<file path="config.mk">
export PLATFORM = sky130hd
export DESIGN_NAME = dcache_sram_sched
export DESIGN_NICKNAME = d
export VERILOG_FILES = /design/src/rtl/dcache_sram_sched.sv
export SDC_FILE = /design/constraint.sdc
export NUM_CORES = 1
export LEC_CHECK = 0
export CORE_AREA = 3 3 403 405
export CTS_CLUSTER_SIZE = 10
export DETAILED_ROUTE_END_ITERATION = 8
export DIE_AREA = 0 0 406 408
export HOLD_SLACK_MARGIN = 0.15
export PLACE_DENSITY_LB_ADDON = 0.2
export RECOVER_POWER = 50
export SYNTH_ARGS = -nofsm -noshare
export SYNTH_HDL_FRONTEND = slang
export SYNTH_SLANG_ARGS = --single-unit
export TNS_END_PERCENT = 20
</file>
<file path="constraint.sdc">
create_clock -name clk_i -period 5.05 [get_ports clk_i]
set_input_delay 0.7575 -clock clk_i [delete_from_list [all_inputs] [get_ports clk_i]]
set_output_delay 0.7575 -clock clk_i [all_outputs]
set_load 0.01 [all_outputs]
</file>
<file path="src/rtl/dcache_sram_sched.sv">
// Shared dcache SRAM bank scheduler: fixed-priority miss port, round-robin
// for the rest, lock ownership for atomics, and the invalidation sweep.
module dcache_sram_sched #(
  parameter int NR_PORTS   = 4,
  parameter int ADDR_WIDTH = 8,
  parameter int DATA_WIDTH = 128,
  parameter int NUM_WORDS  = 256
) (
  input  logic                             clk_i,
  input  logic                             rst_i,
  input  logic [NR_PORTS-1:0]              req_i,
  input  logic [NR_PORTS-1:0]              lock_i,
  input  logic [NR_PORTS-1:0]              we_i,
  input  logic [NR_PORTS*ADDR_WIDTH-1:0]   addr_i,
  input  logic [NR_PORTS*DATA_WIDTH-1:0]   wdata_i,
  input  logic [NR_PORTS*DATA_WIDTH/8-1:0] be_i,
  output logic [NR_PORTS-1:0]              gnt_o,
  output logic [NR_PORTS-1:0]              rvalid_o,
  output logic [DATA_WIDTH-1:0]            rdata_o,
  output logic                             mem_req_o,
  output logic                             mem_we_o,
  output logic [ADDR_WIDTH-1:0]            mem_addr_o,
  output logic [DATA_WIDTH-1:0]            mem_wdata_o,
  output logic [DATA_WIDTH/8-1:0]          mem_be_o,
  input  logic [DATA_WIDTH-1:0]            mem_rdata_i,
  input  logic                             init_req_i,
  output logic                             init_busy_o,
  output logic                             init_done_o
);

  localparam int BE_W = DATA_WIDTH / 8;
  localparam int PW   = (NR_PORTS > 2) ? $clog2(NR_PORTS) : 1;
  localparam logic [ADDR_WIDTH-1:0] LAST = ADDR_WIDTH'(NUM_WORDS - 1);
  localparam logic [PW-1:0] TOP = PW'(NR_PORTS - 1);

  typedef enum logic [1:0] {INIT, ARB, LOCKED} state_t;

  state_t                state_q, state_d;
  logic [ADDR_WIDTH-1:0] idx_q, idx_d;
  logic [PW-1:0]         rr_q, rr_d;
  logic [PW-1:0]         owner_q, owner_d;
  logic                  owner_vld_q, owner_vld_d;
  logic                  pend_q, pend_d;
  logic [NR_PORTS-1:0]   rvalid_q;

  logic [PW-1:0]         rr_pick;
  logic                  rr_hit;
  logic [PW:0]           cand;
  logic [PW-1:0]         sel;
  logic                  sel_vld;
  logic                  done;

  // First requester at or above the rr pointer, wrapping past the top to 1
  always_comb begin
    rr_pick = '0;
    rr_hit  = 1'b0;
    cand    = '0;
    for (int i = 0; i < NR_PORTS - 1; i++) begin
      cand = {1'b0, rr_q} + (PW+1)'(i);
      if (cand >= (PW+1)'(NR_PORTS))
        cand = cand - (PW+1)'(NR_PORTS - 1);
      if (!rr_hit && req_i[cand[PW-1:0]]) begin
        rr_hit  = 1'b1;
        rr_pick = cand[PW-1:0];
      end
    end
  end

  // Next state, grant selection, lock ownership and sweep index
  always_comb begin
    state_d     = state_q;
    idx_d       = idx_q;
    rr_d        = rr_q;
    owner_d     = owner_q;
    owner_vld_d = owner_vld_q;
    pend_d      = pend_q;
    sel         = '0;
    sel_vld     = 1'b0;
    done        = 1'b0;
    unique case (state_q)
      INIT: begin
        if (idx_q == LAST) begin
          done    = 1'b1;
          idx_d   = '0;
          state_d = ARB;
        end else begin
          idx_d = idx_q + ADDR_WIDTH'(1);
        end
      end
      ARB: begin
        if (pend_q || init_req_i) begin
          pend_d  = 1'b0;
          state_d = INIT;
        end else if (req_i[0]) begin
          sel_vld = 1'b1;
          sel     = '0;
        end else if (rr_hit) begin
          sel_vld = 1'b1;
          sel     = rr_pick;
          rr_d    = (rr_pick == TOP) ? PW'(1) : rr_pick + PW'(1);
        end
        if (sel_vld && lock_i[sel]) begin
          owner_d     = sel;
          owner_vld_d = 1'b1;
          state_d     = LOCKED;
        end
      end
      LOCKED: begin
        if (owner_vld_q && req_i[owner_q]) begin
          sel_vld = 1'b1;
          sel     = owner_q;
        end
        if (init_req_i)
          pend_d = 1'b1;
        if (!lock_i[owner_q]) begin
          owner_vld_d = 1'b0;
          state_d     = ARB;
        end
      end
      default: state_d = INIT;
    endcase
  end

  // SRAM port mux: sweep writes zeros, otherwise the granted port passes through
  always_comb begin
    gnt_o       = '0;
    mem_req_o   = 1'b0;
    mem_we_o    = 1'b0;
    mem_addr_o  = '0;
    mem_wdata_o = '0;
    mem_be_o    = '0;
    if (state_q == INIT) begin
      mem_req_o  = ~rst_i;
      mem_we_o   = 1'b1;
      mem_addr_o = idx_q;
      mem_be_o   = '1;
    end else if (sel_vld) begin
      gnt_o[sel]  = 1'b1;
      mem_req_o   = 1'b1;
      mem_we_o    = we_i[sel];
      mem_addr_o  = ADDR_WIDTH'(addr_i >> (sel * ADDR_WIDTH));
      mem_wdata_o = DATA_WIDTH'(wdata_i >> (sel * DATA_WIDTH));
      mem_be_o    = BE_W'(be_i >> (sel * BE_W));
    end
  end

  assign init_done_o = done;
  assign init_busy_o = (state_q == INIT);
  assign rvalid_o    = rvalid_q;
  assign rdata_o     = mem_rdata_i;

  // State registers; reads are tagged for return one cycle after grant
  always_ff @(posedge clk_i or posedge rst_i) begin
    if (rst_i) begin
      state_q     <= INIT;
      idx_q       <= '0;
      rr_q        <= PW'(1);
      owner_q     <= '0;
      owner_vld_q <= 1'b0;
      pend_q      <= 1'b0;
      rvalid_q    <= '0;
    end else begin
      state_q     <= state_d;
      idx_q       <= idx_d;
      rr_q        <= rr_d;
      owner_q     <= owner_d;
      owner_vld_q <= owner_vld_d;
      pend_q      <= pend_d;
      rvalid_q    <= gnt_o & ~we_i;
    end
  end

endmodule
</file>
# After elaboration in Yosys (flattened, before gate mapping)
# Index checks and enable logic that the tools add are counted.
dict set report totals {
  output_inout_bits 292
  reg_bits 20
  inputBits 751
  wordCells 121
}
dict set report classes {
  n_shift 3
  n_eq_ne 10
  bitwise_logic 5
  n_reduce_logical 15
  order_cmp 10
  n_addsub 7
  muxes 64
}
# cell n
set ops {}
lappend ops {{$shr A512 B9 Y128} 1}
lappend ops {{$mux W128} 2}
lappend ops {{$shr A64 B6 Y16} 1}
lappend ops {{$mux W16} 2}
lappend ops {{$mux W2} 16}
lappend ops {{$shr A32 B5 Y8} 1}
lappend ops {{$mux W1} 26}
lappend ops {{$mux W8} 3}
lappend ops {{$lt A2 B3 Y1 const B} 6}
lappend ops {{$bmux W1 S2} 7}
lappend ops {{$reduce_and A3 Y1} 3}
lappend ops {{$add A8 B1 Y8 const B} 1}
lappend ops {{$eq A8 B8 Y1 const B} 1}
lappend ops {{$mux W4} 2}
lappend ops {{$ne A2 B2 Y1 const B} 4}
lappend ops {{$ge A3 B3 Y1 const B} 2}
lappend ops {{$pmux W1 S2} 3}
lappend ops {{$pmux W2 S3} 1}
lappend ops {{$sub A2 B2 Y2 const B} 3}
lappend ops {{$logic_and A1 B1 Y1} 5}
lappend ops {{$and A4 B4 Y4} 1}
lappend ops {{$eq A2 B2 Y1 const B} 2}
lappend ops {{$not A4 Y4} 1}
lappend ops {{$pmux W2 S2} 1}
lappend ops {{other kinds (16)} 19}

# Depth between registers and ports, before layout
# Gate-level depths: netlist of the first run.
dict set report logic_depth {
  word_depth 23
  depth_mapped 13
  depth_no_buf 9
}

# Worst setup path before layout of the first run
# No wires, ideal clock.
dict set report synth_timing {
  kind {reg2out}
  from {register rr_q[0]}
  to {output mem_wdata_o[36]}
  n_path_buf 4
  stages_incl_launch_ff 14
  t_arrival_ps 3158
  slack_ps 1134
  t_required_ps 4293
  cell_sequence {dfstp_2 inv_1 ha_1 buf_2 mux4_2 nor3_2 or3_1 buf_4 nor2_2 a211oi_4 buf_4 buf_2 a22oi_1 a21oi_1}
}
dict set report synth_via {
  elab_chain_cells 19
  word_cells_on_any_way 40
  cone_classes {5 x add/sub; 3 x order compare; 1 x shift; 27 x mux; 4 x reduce/logical}
}
# item line
set synth_rtl {}
lappend synth_rtl {{start, declared} 40} ;# logic [PW-1:0] rr_q, rr_d;
lappend synth_rtl {{start signal, assigned} 165} ;# rr_q <= rr_d;
lappend synth_rtl {{parallel branches: the longest is 17 deep, another holds $add A2 B1 Y3} --}
lappend synth_rtl {{$mux W128 *} 137} ;# end else if (sel_vld) begin
lappend synth_rtl {{$mux W128 *} 132} ;# if (state_q == INIT) begin
lappend synth_rtl {{end, declared} 23} ;# output logic [DATA_WIDTH-1:0] mem_wdata_o,
# Every way passes the cells marked *. The select of a mux whose other input is x is not followed.

# Worst setup path in the final report of the first run
dict set report layout_timing {
  from {input req_i[2]}
  to {output mem_wdata_o[68]}
}
dict set report layout_via {
  elab_chain_cells 17
  word_cells_on_any_way 34
  cone_classes {1 x shift; 28 x mux; 5 x reduce/logical}
}
# item line
set layout_rtl {}
lappend layout_rtl {{start, declared} 11} ;# input logic [NR_PORTS-1:0] req_i,
lappend layout_rtl {{$bmux W1 S2} 62} ;# if (!rr_hit && req_i[cand[PW-1:0]]) begin
lappend layout_rtl {{$mux W1 (implied by the code)} 62}
lappend layout_rtl {{$mux W1} 62}
lappend layout_rtl {{$logic_not A1 Y1} 62}
lappend layout_rtl {{$logic_and A1 B1 Y1} 62}
lappend layout_rtl {{$mux W1} 62}
lappend layout_rtl {{$logic_not A1 Y1} 62}
lappend layout_rtl {{$logic_and A1 B1 Y1} 62}
lappend layout_rtl {{$mux W2 or $mux W1 (tied branches)} 62}
lappend layout_rtl {{$mux W2} 97} ;# end else if (rr_hit) begin
lappend layout_rtl {{$mux W2} 94} ;# end else if (req_i[0]) begin
lappend layout_rtl {{$mux W2} 91} ;# if (pend_q || init_req_i) begin
lappend layout_rtl {{$mux W2} 80} ;# unique case (state_q)
lappend layout_rtl {{$pmux W2 S2} 80}
lappend layout_rtl {{$shr A512 B9 Y128} 142} ;# mem_wdata_o = DATA_WIDTH'(wdata_i >> (sel * DATA_WIDTH));
lappend layout_rtl {{$mux W128 *} 137}
lappend layout_rtl {{$mux W128 *} 132}
# Mark *: on every way between the ends. The rest lies on a longest branch, timed or not. The select of a mux whose other input is x is not followed.

==> results of run 1 <==
## metrics by stage
step	cells	total power [W]	setup TNS, ns	hold WS [ns]	setup slack (ns)
floorplan	1178	0.001768	0	0.4794	1.134
global placement	3887	0.004030	-0.5102	0.5268	-0.1302
detailed placement	3887	0.003996	-0.1621	0.5278	-0.05936
CTS	3895	0.004298	-0.03658	0.5413	-0.02477
global route	3903	0.004539	-0.01528	0.5480	-0.009135
finish	3906	0.004233	0	0.5070	0.06931
## flip-flops by register name, indices dropped and copies added, names as in the netlist
| name | cells |
|---|---|
| idx_q | 8 |
| rvalid_o | 4 |
| owner_q | 2 |
| rr_q | 2 |
| state_q | 2 |
| owner_vld_q | 1 |
| pend_q | 1 |
## worst max-delay path: stages
cell                              delay, ns
sky130_fd_sc_hd__clkdlybuf4s50_1       0.47
sky130_fd_sc_hd__mux4_2                0.57
sky130_fd_sc_hd__o32ai_2               0.35
sky130_fd_sc_hd__o21ai_2               0.13
sky130_fd_sc_hd__nor2_4                0.18
sky130_fd_sc_hd__o21ai_4               0.12
sky130_fd_sc_hd__buf_12                0.20
sky130_fd_sc_hd__a21o_4                0.39
sky130_fd_sc_hd__a21oi_1               0.20
sky130_fd_sc_hd__clkdlybuf4s50_1       0.60
## power by group through the flow
stage               clock network, W  registers [W]  logic (W)
floorplan                          0       0.000267    0.00150
global placement                   0       0.000296    0.00373
detailed placement                 0       0.000294    0.00370
CTS                         0.000249       0.000293    0.00376
global route                0.000250       0.000295    0.00399
finish                      0.000236       0.000286    0.00371
## layer usage
metal | GRT usage | vias up | share of wire | wire [microns]
li1 | - | 5630 | - | -
met4 | 0.02440 | 28 | 0.025 | 2727
met2 | 0.2021 | 784 | 0.46 | 49420
met5 | 0.005263 | - | 0.0027 | 295
met1 | 0.1555 | 5986 | 0.42 | 45750
met3 | 0.04353 | 219 | 0.096 | 10390
## cell type report
class,instances,share of cell area
Timing Repair Buffer,910,0.5120
Multi-Input combinational cell,880,0.3090
Tap cell,2072,0.1421
Sequential cell,20,0.02750
Clock buffer,3,0.004115
Inverter,12,0.002469
Clock inverter,1,0.001646
Antenna cell,8,0.001097
## cells in the final DEF (no fill, tap or decap), drive strengths merged, types with 4 or more instances in the layout
| cell type | n |
|---|---|
| inv | 12 |
| mux4 | 4 |
| dfrtp | 19 |
| a221oi | 17 |
| a21o | 140 |
| nor3 | 7 |
| a2bb2oi | 7 |
| mux2i | 12 |
| diode | 8 |
| clkdlybuf4s50 | 742 |
| ha | 7 |
| o22ai | 7 |
| dlymetal6s2s | 7 |
| a221o | 7 |
| xnor2 | 4 |
| nand4 | 4 |
| nand3 | 152 |
| o21ai | 161 |
| a21oi | 154 |
| nor2 | 12 |
| nand2 | 24 |
| a22oi | 128 |
| nor2b | 4 |
| buf | 155 |
| dlygate4sd3 | 5 |
## path summary, 6_finish.rpt
check                                    start  slack [ns]  cells past startpoint                endpoint
setup / recovery                      req_i[2]        0.07                     10         mem_wdata_o[68]
hold / removal             rr_q[0]$_DFFE_PP1P_        0.51                      2     rr_q[0]$_DFFE_PP1P_
setup reg to reg           rr_q[0]$_DFFE_PP1P_        1.52                     10  state_q[0]$_DFFE_PP0P_
hold reg to reg            rr_q[0]$_DFFE_PP1P_        0.51                      2     rr_q[0]$_DFFE_PP1P_
max in group asynchronous                rst_i        3.25                      2  state_q[0]$_DFFE_PP0P_
min in group asynchronous                rst_i        1.18                      2    idx_q[7]$_DFFE_PP0P_
## cell families after synthesis
kind of cell,Yosys count
AOI/OAI and AO/OA,637
buffers and inverters,278
and+or+nand+nor,213
DFF,20
muxes,18
adders and majority gates,7
xor gates and xnor gates,5
## what timing repair did
action | in CTS | in global routing
gates resized for setup | 6 | 18
buffers inserted | 3 | 3
cloned | 1 | 0
endpoints found under the setup margin | 31 | 87
pin swaps | 2 | 2
==> flow_summary.rst, run 1 <==
.. list-table::
   :header-rows: 1

   * - Metric
     - Value
   * - Final Instance Area
     - 0.01824 sq mm
   * - Synth async-reset ratio
     - 1.000
   * - Final Setup Violations
     - 0
   * - Std-Cell Rows
     - 146
   * - LEAKAGE
     - 6.355 nW
   * - Library cell with the largest summed area after synthesis
     - sky130_fd_sc_hd__a21o_1
   * - Post-synthesis instance total
     - 1,178
   * - Proportion of power drawn by the clock network
     - 0.056
   * - Most repeated cell in the gate-level netlist after synthesis
     - sky130_fd_sc_hd__o21ai_0
   * - Top achievable clock speed
     - 0.2008 GHz
   * - Data required time at the worst endpoint
     - 4.29 ns
   * - Residual antenna-violating net count after detailed routing
     - 0
   * - Number of buffers inserted by hold repair at cts
     - 0
   * - Core utilization of the finished layout
     - 0.1149
   * - Pin count of the biggest net entering global routing
     - 76
   * - Number of slew-limit violations in the final report
     - 0
   * - Via count of the first global-routing pass
     - 12.85k
   * - Total via count in the routed design
     - 12.65k
   * - Total area of sequential cells
     - 501.7 sq um
   * - Combined area of the multi-input logic cells
     - 0.005638 sq mm
   * - Internal power summed over all cells
     - 0.002127 W
   * - Clock transition at path regs
     - 0.06 ns
   * - Initial antenna violation count
     - 98
   * - Switching power
     - 0.002106 W
   * - Most frequent cells after synthesis
     - sky130_fd_sc_hd__o21ai_0, sky130_fd_sc_hd__a21oi_1, sky130_fd_sc_hd__nand3_1
   * - Syn nets
     - 1,936
   * - Core footprint
     - 0.1587 sq mm
   * - Part of the total power dissipated in combinational logic
     - 0.877
   * - Signed area change from the synthesized netlist to the final layout
     - 141.0%
   * - TritonCTS clock tree
     - done
   * - Class of the worst hold path
     - reg2reg
   * - Yosys Warn Count
     - 0
   * - I/O pin total
     - 1,043
   * - Die Y
     - 408 microns
   * - Total Die Area
     - 0.1656 sq mm
   * - Net switching share of the total power
     - 0.4975
   * - Critical Path Sink Type
     - output pin
   * - Largest family of logic cells by synthesized area
     - compound AO/OA/AOI/OAI gates
   * - Arrival time of the worst setup path
     - 4.22 ns
   * - Wire length per cell after detailed routing
     - 27.80 microns
   * - Instance area at placement
     - 0.01791 sq mm
   * - Global Route Usage Sum
     - 0.1236
   * - Number of distinct library cells after synthesis
     - 50
   * - Cell at the root of the clock tree
     - sky130_fd_sc_hd__clkbuf_16
   * - Via density
     - 3.238
   * - Number of search-and-repair iterations in the first detailed-routing pass
     - 6
   * - Area share of the leading cell type in the synthesized netlist
     - 0.1388
   * - First DRT Iteration DRCs
     - 873
   * - CTS H-tree lvls
     - 1
   * - Sequential fraction of the synthesis area
     - 0.06627
   * - Type of origin of the critical path
     - input pin
   * - Post-synthesis average cell area
     - 6.427 sq um
   * - Final period demand of the worst path
     - 4.981 ns
   * - Result of the run
     - completed
   * - NumNets Final
     - 2,585
   * - Register bit count reported by yosys
     - 20
   * - Fraction of final layout cells with drive strength greater than 1
     - 0.1041
   * - Compound-cell area share of the yosys netlist
     - 0.5361
   * - Effective utilization at floorplan
     - 0.04769
   * - Count of flip-flops with a built-in enable after synthesis
     - 0
   * - Max-cap violation count
     - 0
   * - Cts bufs inserted
     - 3
   * - Weighted congestion at the end of routability-driven global placement
     - 0.8182
   * - Synthesized-area fraction occupied by and/or/nand/nor cells
     - 0.1408
   * - Total wirelength of the detailed-routed design
     - 108,600 microns
   * - First-pass GRT wire length
     - 135,300 microns
   * - Worst slew margin
     - 0.3293
   * - Max Root-Sink Buffers
     - 2
   * - Seq pwr share
     - 0.068
   * - Primary FF master, synth
     - sky130_fd_sc_hd__dfrtp_1
   * - Actual slew at the worst max-slew pin
     - 0.9956 ns
   * - Arithmetic-cell share of the synthesized area counting full adders, half adders and majority gates
     - 0.01157
   * - Source-to-sink clock delay at the later pin of the worst-skew pair
     - 0.27 ns
   * - Final period util
     - 0.9863
   * - Number of I/O port buffers
     - 786
   * - Mux contribution to synthesized area
     - 0.03074
   * - Startpoint-to-endpoint class of the critical path
     - in2out
   * - XOR/XNOR share of the synthesized area
     - 0.005784
   * - Total power density per cell area
     - 232.0 mW/mm^2
   * - Worst vdd rail ir drop
     - 0.0001708 V
   * - Overflow left after global routing
     - 0
   * - DRC viols
     - 0
   * - Final Hold Viols
     - 0
   * - Synth top area cells
     - sky130_fd_sc_hd__a21o_1, sky130_fd_sc_hd__buf_4, sky130_fd_sc_hd__a22oi_1
   * - Horizontal die dimension
     - 406 microns
   * - Post-Route Skew
     - 0.007105 ns
   * - Synth Cell Area
     - 0.007571 sq mm
   * - Num Clock Sinks
     - 20
   * - Count of fill cells added during filler insertion
     - 18.40k
   * - Detailed placer's ending HPWL
     - 94,250 microns
   * - Critical path peak fanout
     - 75
No activity file was read; power rests on OpenSTA's default activity.
==> run 2: changes to the inputs <==
--- a/config.mk
+++ b/config.mk
@@ -5,10 +5,10 @@
 export SDC_FILE = /design/constraint.sdc
 export NUM_CORES = 1
 export LEC_CHECK = 0
-export CORE_AREA = 3 3 403 405
+export CORE_AREA = 2 2 402 404
 export CTS_CLUSTER_SIZE = 10
 export DETAILED_ROUTE_END_ITERATION = 8
-export DIE_AREA = 0 0 406 408
+export DIE_AREA = 0 0 404 406
 export HOLD_SLACK_MARGIN = 0.15
 export PLACE_DENSITY_LB_ADDON = 0.2
 export RECOVER_POWER = 50
==> run 2 against run 1 <==
Count of clock-buffer cells in the layout is the same. Maximum frequency grew 1.1%. Flip-flop and latch count is the same. Largest cell class unchanged.
==> flow_summary.rst, run 2 (synthesis gave the netlist of run 1 again) <==
.. list-table::
   :header-rows: 1

   * - Metric
     - Value
   * - Result of the run
     - completed
   * - Overflow left after global routing
     - 0 (unchanged)
   * - Final period util
     - 0.9753 (-0.01093)
   * - Critical Path Sink Type
     - output pin
   * - Slowest Stage Delay on Critical Path
     - 0.56 ns (-0.04 ns)
   * - Number of slew-limit violations in the final report
     - 0 (unchanged)
   * - Largest reg by FF count
     - idx_q
   * - LEAKAGE
     - 6.869 nW (+8.1%)
   * - Total wirelength of the detailed-routed design
     - 113,600 microns (+4.6%)
   * - Number of search-and-repair iterations in the first detailed-routing pass
     - 5 (-1)
   * - Actual slew at the worst max-slew pin
     - 0.9479 ns (-0.04766 ns)
   * - Total via count in the routed design
     - 13.01k (+2.8%)
   * - First DRT Iteration DRCs
     - 1,003 (+15%)
   * - Die Y
     - 406 microns (-0.49%)
   * - I/O pin total
     - 1,043 (unchanged)
   * - Worst slew margin
     - 0.3674 (+0.03809)
   * - CTS H-tree lvls
     - 1 (unchanged)
   * - Most frequent standard cell in the layout excluding fill and tap cells
     - sky130_fd_sc_hd__clkdlybuf4s50_1
   * - Weighted congestion at the end of routability-driven global placement
     - 0.8407 (+2.7%)
   * - Number of I/O port buffers
     - 786 (unchanged)
   * - Source-to-sink clock delay at the later pin of the worst-skew pair
     - 0.26 ns (about the same)
   * - Startpoint-to-endpoint class of the critical path
     - in2out
   * - Overall power consumption
     - 0.004385 W (+3.6%)
   * - Instance area at placement
     - 0.01824 sq mm (+1.8%)
   * - Critical path peak fanout
     - 11 (-85%)
   * - Type of origin of the critical path
     - input pin
   * - Fraction of final layout cells with drive strength greater than 1
     - 0.1234 (+0.01934)
   * - Class of the worst hold path
     - reg2reg
   * - Final-layout setup total negative slack
     - 0 ns (unchanged)
   * - Worst vdd rail ir drop
     - 0.0002218 V (+30%)
   * - Max Root-Sink Buffers
     - 2 (unchanged)
   * - Post-Route Skew
     - 0.002274 ns (-0.004831 ns)
   * - Signed area change from the synthesized netlist to the final layout
     - 148.8%
   * - Initial antenna violation count
     - 110 (+12%)
   * - Final period demand of the worst path
     - 4.925 ns (-0.05520 ns)
   * - Top achievable clock speed
     - 0.2030 GHz (+1.1%)
   * - Core footprint
     - 0.1596 sq mm (+0.57%)
   * - Detailed placer's ending HPWL
     - 96,780 microns (+2.7%)
   * - TritonCTS clock tree
     - done
   * - RSZ-0062 raised after global routing
     - yes
   * - Cts bufs inserted
     - 3 (unchanged)
   * - Ordered cell list for the critical path
     - clkdlybuf4s50_1 -> mux4_2 -> a21oi_1 -> or2_2 -> nand3_4 -> a211oi_4 -> buf_12 -> buf_12 -> buf_4 -> a22oi_1 -> a21oi_4 -> buf_4 -> clkdlybuf4s50_1
   * - Clock transition at path regs
     - 0.06 ns (about the same)
   * - Total power density per cell area
     - 232.8 mW/mm^2 (+0.35%)
   * - NumNets Final
     - 2,631 (+1.8%)
   * - Arrival time of the worst setup path
     - 4.17 ns (-0.05 ns)
   * - Crit-path slowest cell
     - sky130_fd_sc_hd__mux4_2
   * - Most frequent cells in the layout
     - sky130_fd_sc_hd__clkdlybuf4s50_1, sky130_fd_sc_hd__o21ai_0, sky130_fd_sc_hd__a21oi_1, sky130_fd_sc_hd__nand3_1
   * - Number of placed instances, taps included
     - 3,934 (+1.2%)
   * - DRC viols
     - 0 (unchanged)
   * - Total Die Area
     - 0.1640 sq mm (-0.98%)
   * - Residual antenna-violating net count after detailed routing
     - 0 (unchanged)
   * - Final Instance Area
     - 0.01884 sq mm (+3.2%)
   * - Global Route Usage Sum
     - 0.1279 (+0.004285)
   * - Final Hold Viols
     - 0 (unchanged)
   * - Max-cap violation count
     - 0 (unchanged)
   * - Effective utilization at floorplan
     - 0.04742 (-0.0002699)
   * - Std-Cell Rows
     - 147 (+0.68%)
   * - Final Setup Violations
     - 0 (unchanged)
   * - First-pass GRT wire length
     - 138,100 microns (+2.1%)
   * - Cell at the root of the clock tree
     - sky130_fd_sc_hd__clkbuf_16
   * - Max FFs per register
     - 8 (unchanged)
   * - Num Clock Sinks
     - 20 (unchanged)
   * - Pin count of the biggest net entering global routing
     - 65 (-14%)
   * - Data required time at the worst endpoint
     - 4.29 ns (about the same)
   * - Via count of the first global-routing pass
     - 12.94k (+0.68%)
   * - Horizontal die dimension
     - 404 microns (-0.49%)
   * - Finished Layout Cells
     - 3,972 (+1.7%)
   * - Wire length per cell after detailed routing
     - 28.60 microns (+2.9%)
   * - Via density
     - 3.274 (+1.1%)
-- run 2: cell count changes in the layout (fill, tap and decap cells not counted), sizes merged --
cell / before / now
buf: 155 / 193
dlymetal6s2s: 7 / 20
clkdlybuf4s50: 742 / 735
clkbuf: 3 / 9
diode: 8 / 14
dlygate4sd3: 5 / 1
bufbuf: 1 / 0
dlygate4sd2: 0 / 1
-- run 2: timing repair --
item | in CTS | in global routing
setup endpoints to repair | 7 | 115
setup buffers | 0 | 14
endpoints found under the hold margin | 0 | 0
hold buffers | 0 | 0
resized for setup | 10 | 35
gates cloned | 0 | 6
pin swaps | 0 | 6
-- run 2: report_power, final --
group	internal, W	switching (W)
Sequential	0.000216	0.0000658
Clock	0.000158	0.0000718
Combinational	0.00186	0.00201
Total	0.00224	0.00215
-- run 2: layer usage --
layer | up-vias | track usage | share of wire
met5 | - | 0 | 0.0027
li1 | 5736 | - | -
met4 | 46 | 0.02317 | 0.023
met1 | 6252 | 0.1605 | 0.42
met3 | 202 | 0.05364 | 0.10
met2 | 769 | 0.2046 | 0.45
-- run 2: layout make-up --
class,instances,area [sq um]
multi-input cells,880,5627
well taps,2086,2610
flip-flops and latches,20,501.7
repair buffers,956,9912
clock buffers,3,75.07
diodes,14,35.03
clock inverters,1,30.03
fillers,18537,140800
inverters,12,45.04
-- run 2: critical path: cells and delay by family --
kind / cells / cell delay, ns
simple gates: 2 / 0.27
buf+inv: 6 / 1.65
compound gates: 4 / 0.89
mux: 1 / 0.56
-- run 2: final timing paths --
| path | startpoint | end | slack, ns | cells after the start |
|---|---|---|---|---|
| max | req_i[1] | mem_wdata_o[46] | 0.12 | 13 |
| min | rr_q[0]$_DFFE_PP1P_ | rr_q[0]$_DFFE_PP1P_ | 0.50 | 2 |
| max reg2reg | rr_q[0]$_DFFE_PP1P_ | rvalid_o[3]$_DFF_PP0_ | 1.53 | 12 |
| min reg2reg | rr_q[0]$_DFFE_PP1P_ | rr_q[0]$_DFFE_PP1P_ | 0.50 | 2 |
| max in group asynchronous | rst_i | state_q[1]$_DFFE_PP0P_ | 3.30 | 2 |
| min in group asynchronous | rst_i | rvalid_o[1]$_DFF_PP0_ | 1.17 | 2 |
-- run 2: stage by stage --
stage	utilization	setup WS, ns	hold WS (ns)
final	0.1180	0.1245	0.5039
after global routing	0.1178	-0.03083	0.5512
after CTS	0.1152	-0.07411	0.5263
after detailed placement	0.1143	-0.4648	0.5169
after global placement	0.1143	-0.4865	0.5190
after floorplan	-	1.134	0.4794
==> run 3: changes to the inputs <==
--- a/config.mk
+++ b/config.mk
@@ -5,10 +5,11 @@
 export SDC_FILE = /design/constraint.sdc
 export NUM_CORES = 1
 export LEC_CHECK = 0
-export CORE_AREA = 2 2 402 404
+export CORE_AREA = 2 2 405 407
 export CTS_CLUSTER_SIZE = 10
 export DETAILED_ROUTE_END_ITERATION = 8
-export DIE_AREA = 0 0 404 406
+export DIE_AREA = 0 0 407 409
+export DONT_BUFFER_PORTS = 1
 export HOLD_SLACK_MARGIN = 0.15
 export PLACE_DENSITY_LB_ADDON = 0.2
 export RECOVER_POWER = 50
==> run 3 against run 2 <==
Register-to-register slack worse by 0.23 ns. Critical path type is now reg2out. Critical path depth unchanged. Hold slack better by 0.045 ns. Setup slack better by 0.00072 ns. Sequential share of layout area up 2.0 points.
==> flow_summary.rst, run 3 (synthesis gave the netlist of run 1 again) <==
.. list-table::
   :header-rows: 1

   * - Metric
     - Value
   * - Cell at the root of the clock tree
     - sky130_fd_sc_hd__clkbuf_16
   * - Fraction of final layout cells with drive strength greater than 1
     - 0.2004 (+0.07697)
   * - Via count of the first global-routing pass
     - 9,655 (-25%)
   * - Arrival time of the worst setup path
     - 4.17 ns (about the same)
   * - Top achievable clock speed
     - 0.2031 GHz (about the same)
   * - First-pass GRT wire length
     - 122,600 microns (-11%)
   * - Total via count in the routed design
     - 10.61k (-18%)
   * - Die Y
     - 409 microns (+0.74%)
   * - Residual antenna-violating net count after detailed routing
     - 0 (unchanged)
   * - RSZ-0062 raised after global routing
     - no
   * - Num Clock Sinks
     - 20 (unchanged)
   * - Cts bufs inserted
     - 3 (unchanged)
   * - DRC viols
     - 0 (unchanged)
   * - Horizontal die dimension
     - 407 microns (+0.74%)
   * - Most frequent cells in the layout
     - sky130_fd_sc_hd__buf_4, sky130_fd_sc_hd__o21ai_0, sky130_fd_sc_hd__a21oi_1, sky130_fd_sc_hd__nand3_1, sky130_fd_sc_hd__a21o_1
   * - Final period util
     - 0.9752 (about the same)
   * - Critical Path Sink Type
     - output pin
   * - Data required time at the worst endpoint
     - 4.29 ns (about the same)
   * - Overflow left after global routing
     - 0 (unchanged)
   * - Max Root-Sink Buffers
     - 2 (unchanged)
   * - R2R Setup Slk
     - 1.30 ns (-0.23 ns)
   * - Global Route Usage Sum
     - 0.1151 (-0.01277)
   * - Type of origin of the critical path
     - register
   * - Total power density per cell area
     - 303.9 mW/mm^2 (+31%)
   * - Weighted congestion at the end of routability-driven global placement
     - 0.8498 (+1.1%)
   * - Final Hold Viols
     - 0 (unchanged)
   * - Via density
     - 3.211 (-1.9%)
   * - Max FFs per register
     - 8 (unchanged)
   * - Result of the run
     - completed
   * - Total wirelength of the detailed-routed design
     - 103,700 microns (-8.7%)
   * - Largest reg by FF count
     - idx_q
   * - Clock transition at path regs
     - 0.07 ns (about the same)
   * - Actual slew at the worst max-slew pin
     - 1.175 ns (+0.2266 ns)
   * - First DRT Iteration DRCs
     - 1,168 (+16%)
   * - Detailed placer's ending HPWL
     - 89,600 microns (-7.4%)
   * - Effective utilization at floorplan
     - 0.04673 (-0.0006972)
   * - Initial antenna violation count
     - 106 (-3.6%)
   * - Worst slack on hold paths
     - 0.5488 ns (+0.04485 ns)
   * - Std-Cell Rows
     - 148 (+0.68%)
   * - Number of search-and-repair iterations in the first detailed-routing pass
     - 5 (unchanged)
   * - Cell mode on critical path
     - sky130_fd_sc_hd__buf_4
   * - Total Die Area
     - 0.1665 sq mm (+1.5%)
   * - NumNets Final
     - 1,862 (-29%)
   * - I/O pin total
     - 1,043 (unchanged)
   * - Count of fill cells added during filler insertion
     - 19.20k (+3.6%)
   * - Critical path peak fanout
     - 47 (+36)
   * - Signed area change from the synthesized netlist to the final layout
     - 42.51%
   * - Post-Route Skew
     - 0.006046 ns (+0.003772 ns)
   * - Worst vdd rail ir drop
     - 0.0001356 V (-39%)
   * - Final Setup Violations
     - 0 (unchanged)
   * - Max-cap violation count
     - 0 (unchanged)
   * - TritonCTS clock tree
     - done
   * - Startpoint-to-endpoint class of the critical path
     - reg2out
   * - LEAKAGE
     - 3.442 nW (-50%)
   * - Final period demand of the worst path
     - 4.925 ns (-0.0007150 ns)
   * - Class of the worst hold path
     - reg2reg
   * - Slowest Stage Delay on Critical Path
     - 0.62 ns (+0.06 ns)
   * - Worst slew margin
     - 0.2170 (-0.1504)
   * - Source-to-sink clock delay at the later pin of the worst-skew pair
     - 0.27 ns (about the same)
   * - Crit-path slowest cell
     - sky130_fd_sc_hd__mux4_2
   * - Wire length per cell after detailed routing
     - 31.38 microns (+9.7%)
   * - Number of I/O port buffers
     - 0 (-100%)
   * - Most frequent standard cell in the layout excluding fill and tap cells
     - sky130_fd_sc_hd__buf_4
   * - Core footprint
     - 0.1620 sq mm (+1.5%)
   * - Core utilization of the finished layout
     - 0.06659 (-0.05140)
   * - Ordered cell list for the critical path
     - inv_1 -> ha_2 -> mux4_2 -> nor3_4 -> or3_4 -> nor2_4 -> a211oi_4 -> buf_4 -> buf_12 -> a22oi_1 -> buf_4 -> a21oi_1 -> buf_4
   * - Number of slew-limit violations in the final report
     - 0 (unchanged)
   * - CTS H-tree lvls
     - 1 (unchanged)
   * - Pin count of the biggest net entering global routing
     - 118 (+82%)
## run 3: path summary, 6_finish.rpt
kind | from | end | cells after the start
max in group asynchronous | rst_i | owner_vld_q$_DFFE_PP0P_ | 1
setup / recovery | rr_q[0]$_DFFE_PP1P_ | mem_wdata_o[2] | 13
min in group asynchronous | rst_i | rvalid_o[0]$_DFF_PP0_ | 1
setup reg to reg | rr_q[0]$_DFFE_PP1P_ | rvalid_o[2]$_DFF_PP0_ | 12
hold reg to reg | rr_q[0]$_DFFE_PP1P_ | rr_q[0]$_DFFE_PP1P_ | 2
hold / removal | rr_q[0]$_DFFE_PP1P_ | rr_q[0]$_DFFE_PP1P_ | 2
## run 3: worst max-delay path, delay by kind of cell (launching register included)
family,cells,cell delay [ns]
AO/OA/AOI/OAI,3,0.72
adder cells (fa/ha/maj),1,0.41
buffers and inverters,5,0.89
flip-flops,1,0.59
multiplexers,1,0.62
AND/OR/NAND/NOR,3,0.57
## run 3: per-layer routing
layer	vias to the layer above	share of wire	wire length, microns	track usage
met5	-	0.0012	120	0
met4	18	0.021	2144	0.01469
met3	206	0.11	11330	0.04444
met2	930	0.42	44020	0.1755
met1	5253	0.44	46080	0.1556
li1	4202	-	-	-
## run 3: report_power, final
group	leakage, nW	internal [W]	switching [W]
Clock	0.0513	0.000158	0.0000763
Sequential	0.255	0.000216	0.0000744
Combinational	3.14	0.000947	0.00181
## run 3: cell type report
type	count	area (sq um)	share of cell area
multi-input combinational	880	5638	0.5226
antenna	26	65.06	0.006030
inverter	12	45.04	0.004175
clock inverter	1	30.03	0.002783
timing repair buffer	187	1713	0.1588
clock buffer	3	75.07	0.006958
tap	2175	2721	0.2522
sequential	20	501.7	0.04650
## run 3: timing repair
item | in CTS | in global routing
endpoints found under the hold margin | 0 | 0
buffers inserted | 0 | 1
hold buffers | 0 | 0
pin swaps | 0 | 1
resized for setup | 5 | 8
endpoints found under the setup margin | 5 | 42
gates cloned | 0 | 2
## run 3: through the flow
stage	TNS, ns	area [sq um]	setup slack [ns]	cells	power, W
5_1_grt	0	10730	0.02525	3282	0.003518
3_3_place_gp	-0.9126	10470	-0.9126	3270	0.003034
2_1_floorplan	0	7571	1.134	1178	0.001768
6_report	0	10790	0.1252	3304	0.003278
3_5_place_dp	0	10490	0.1191	3271	0.003027
4_1_cts	0	10620	0.005054	3275	0.003286
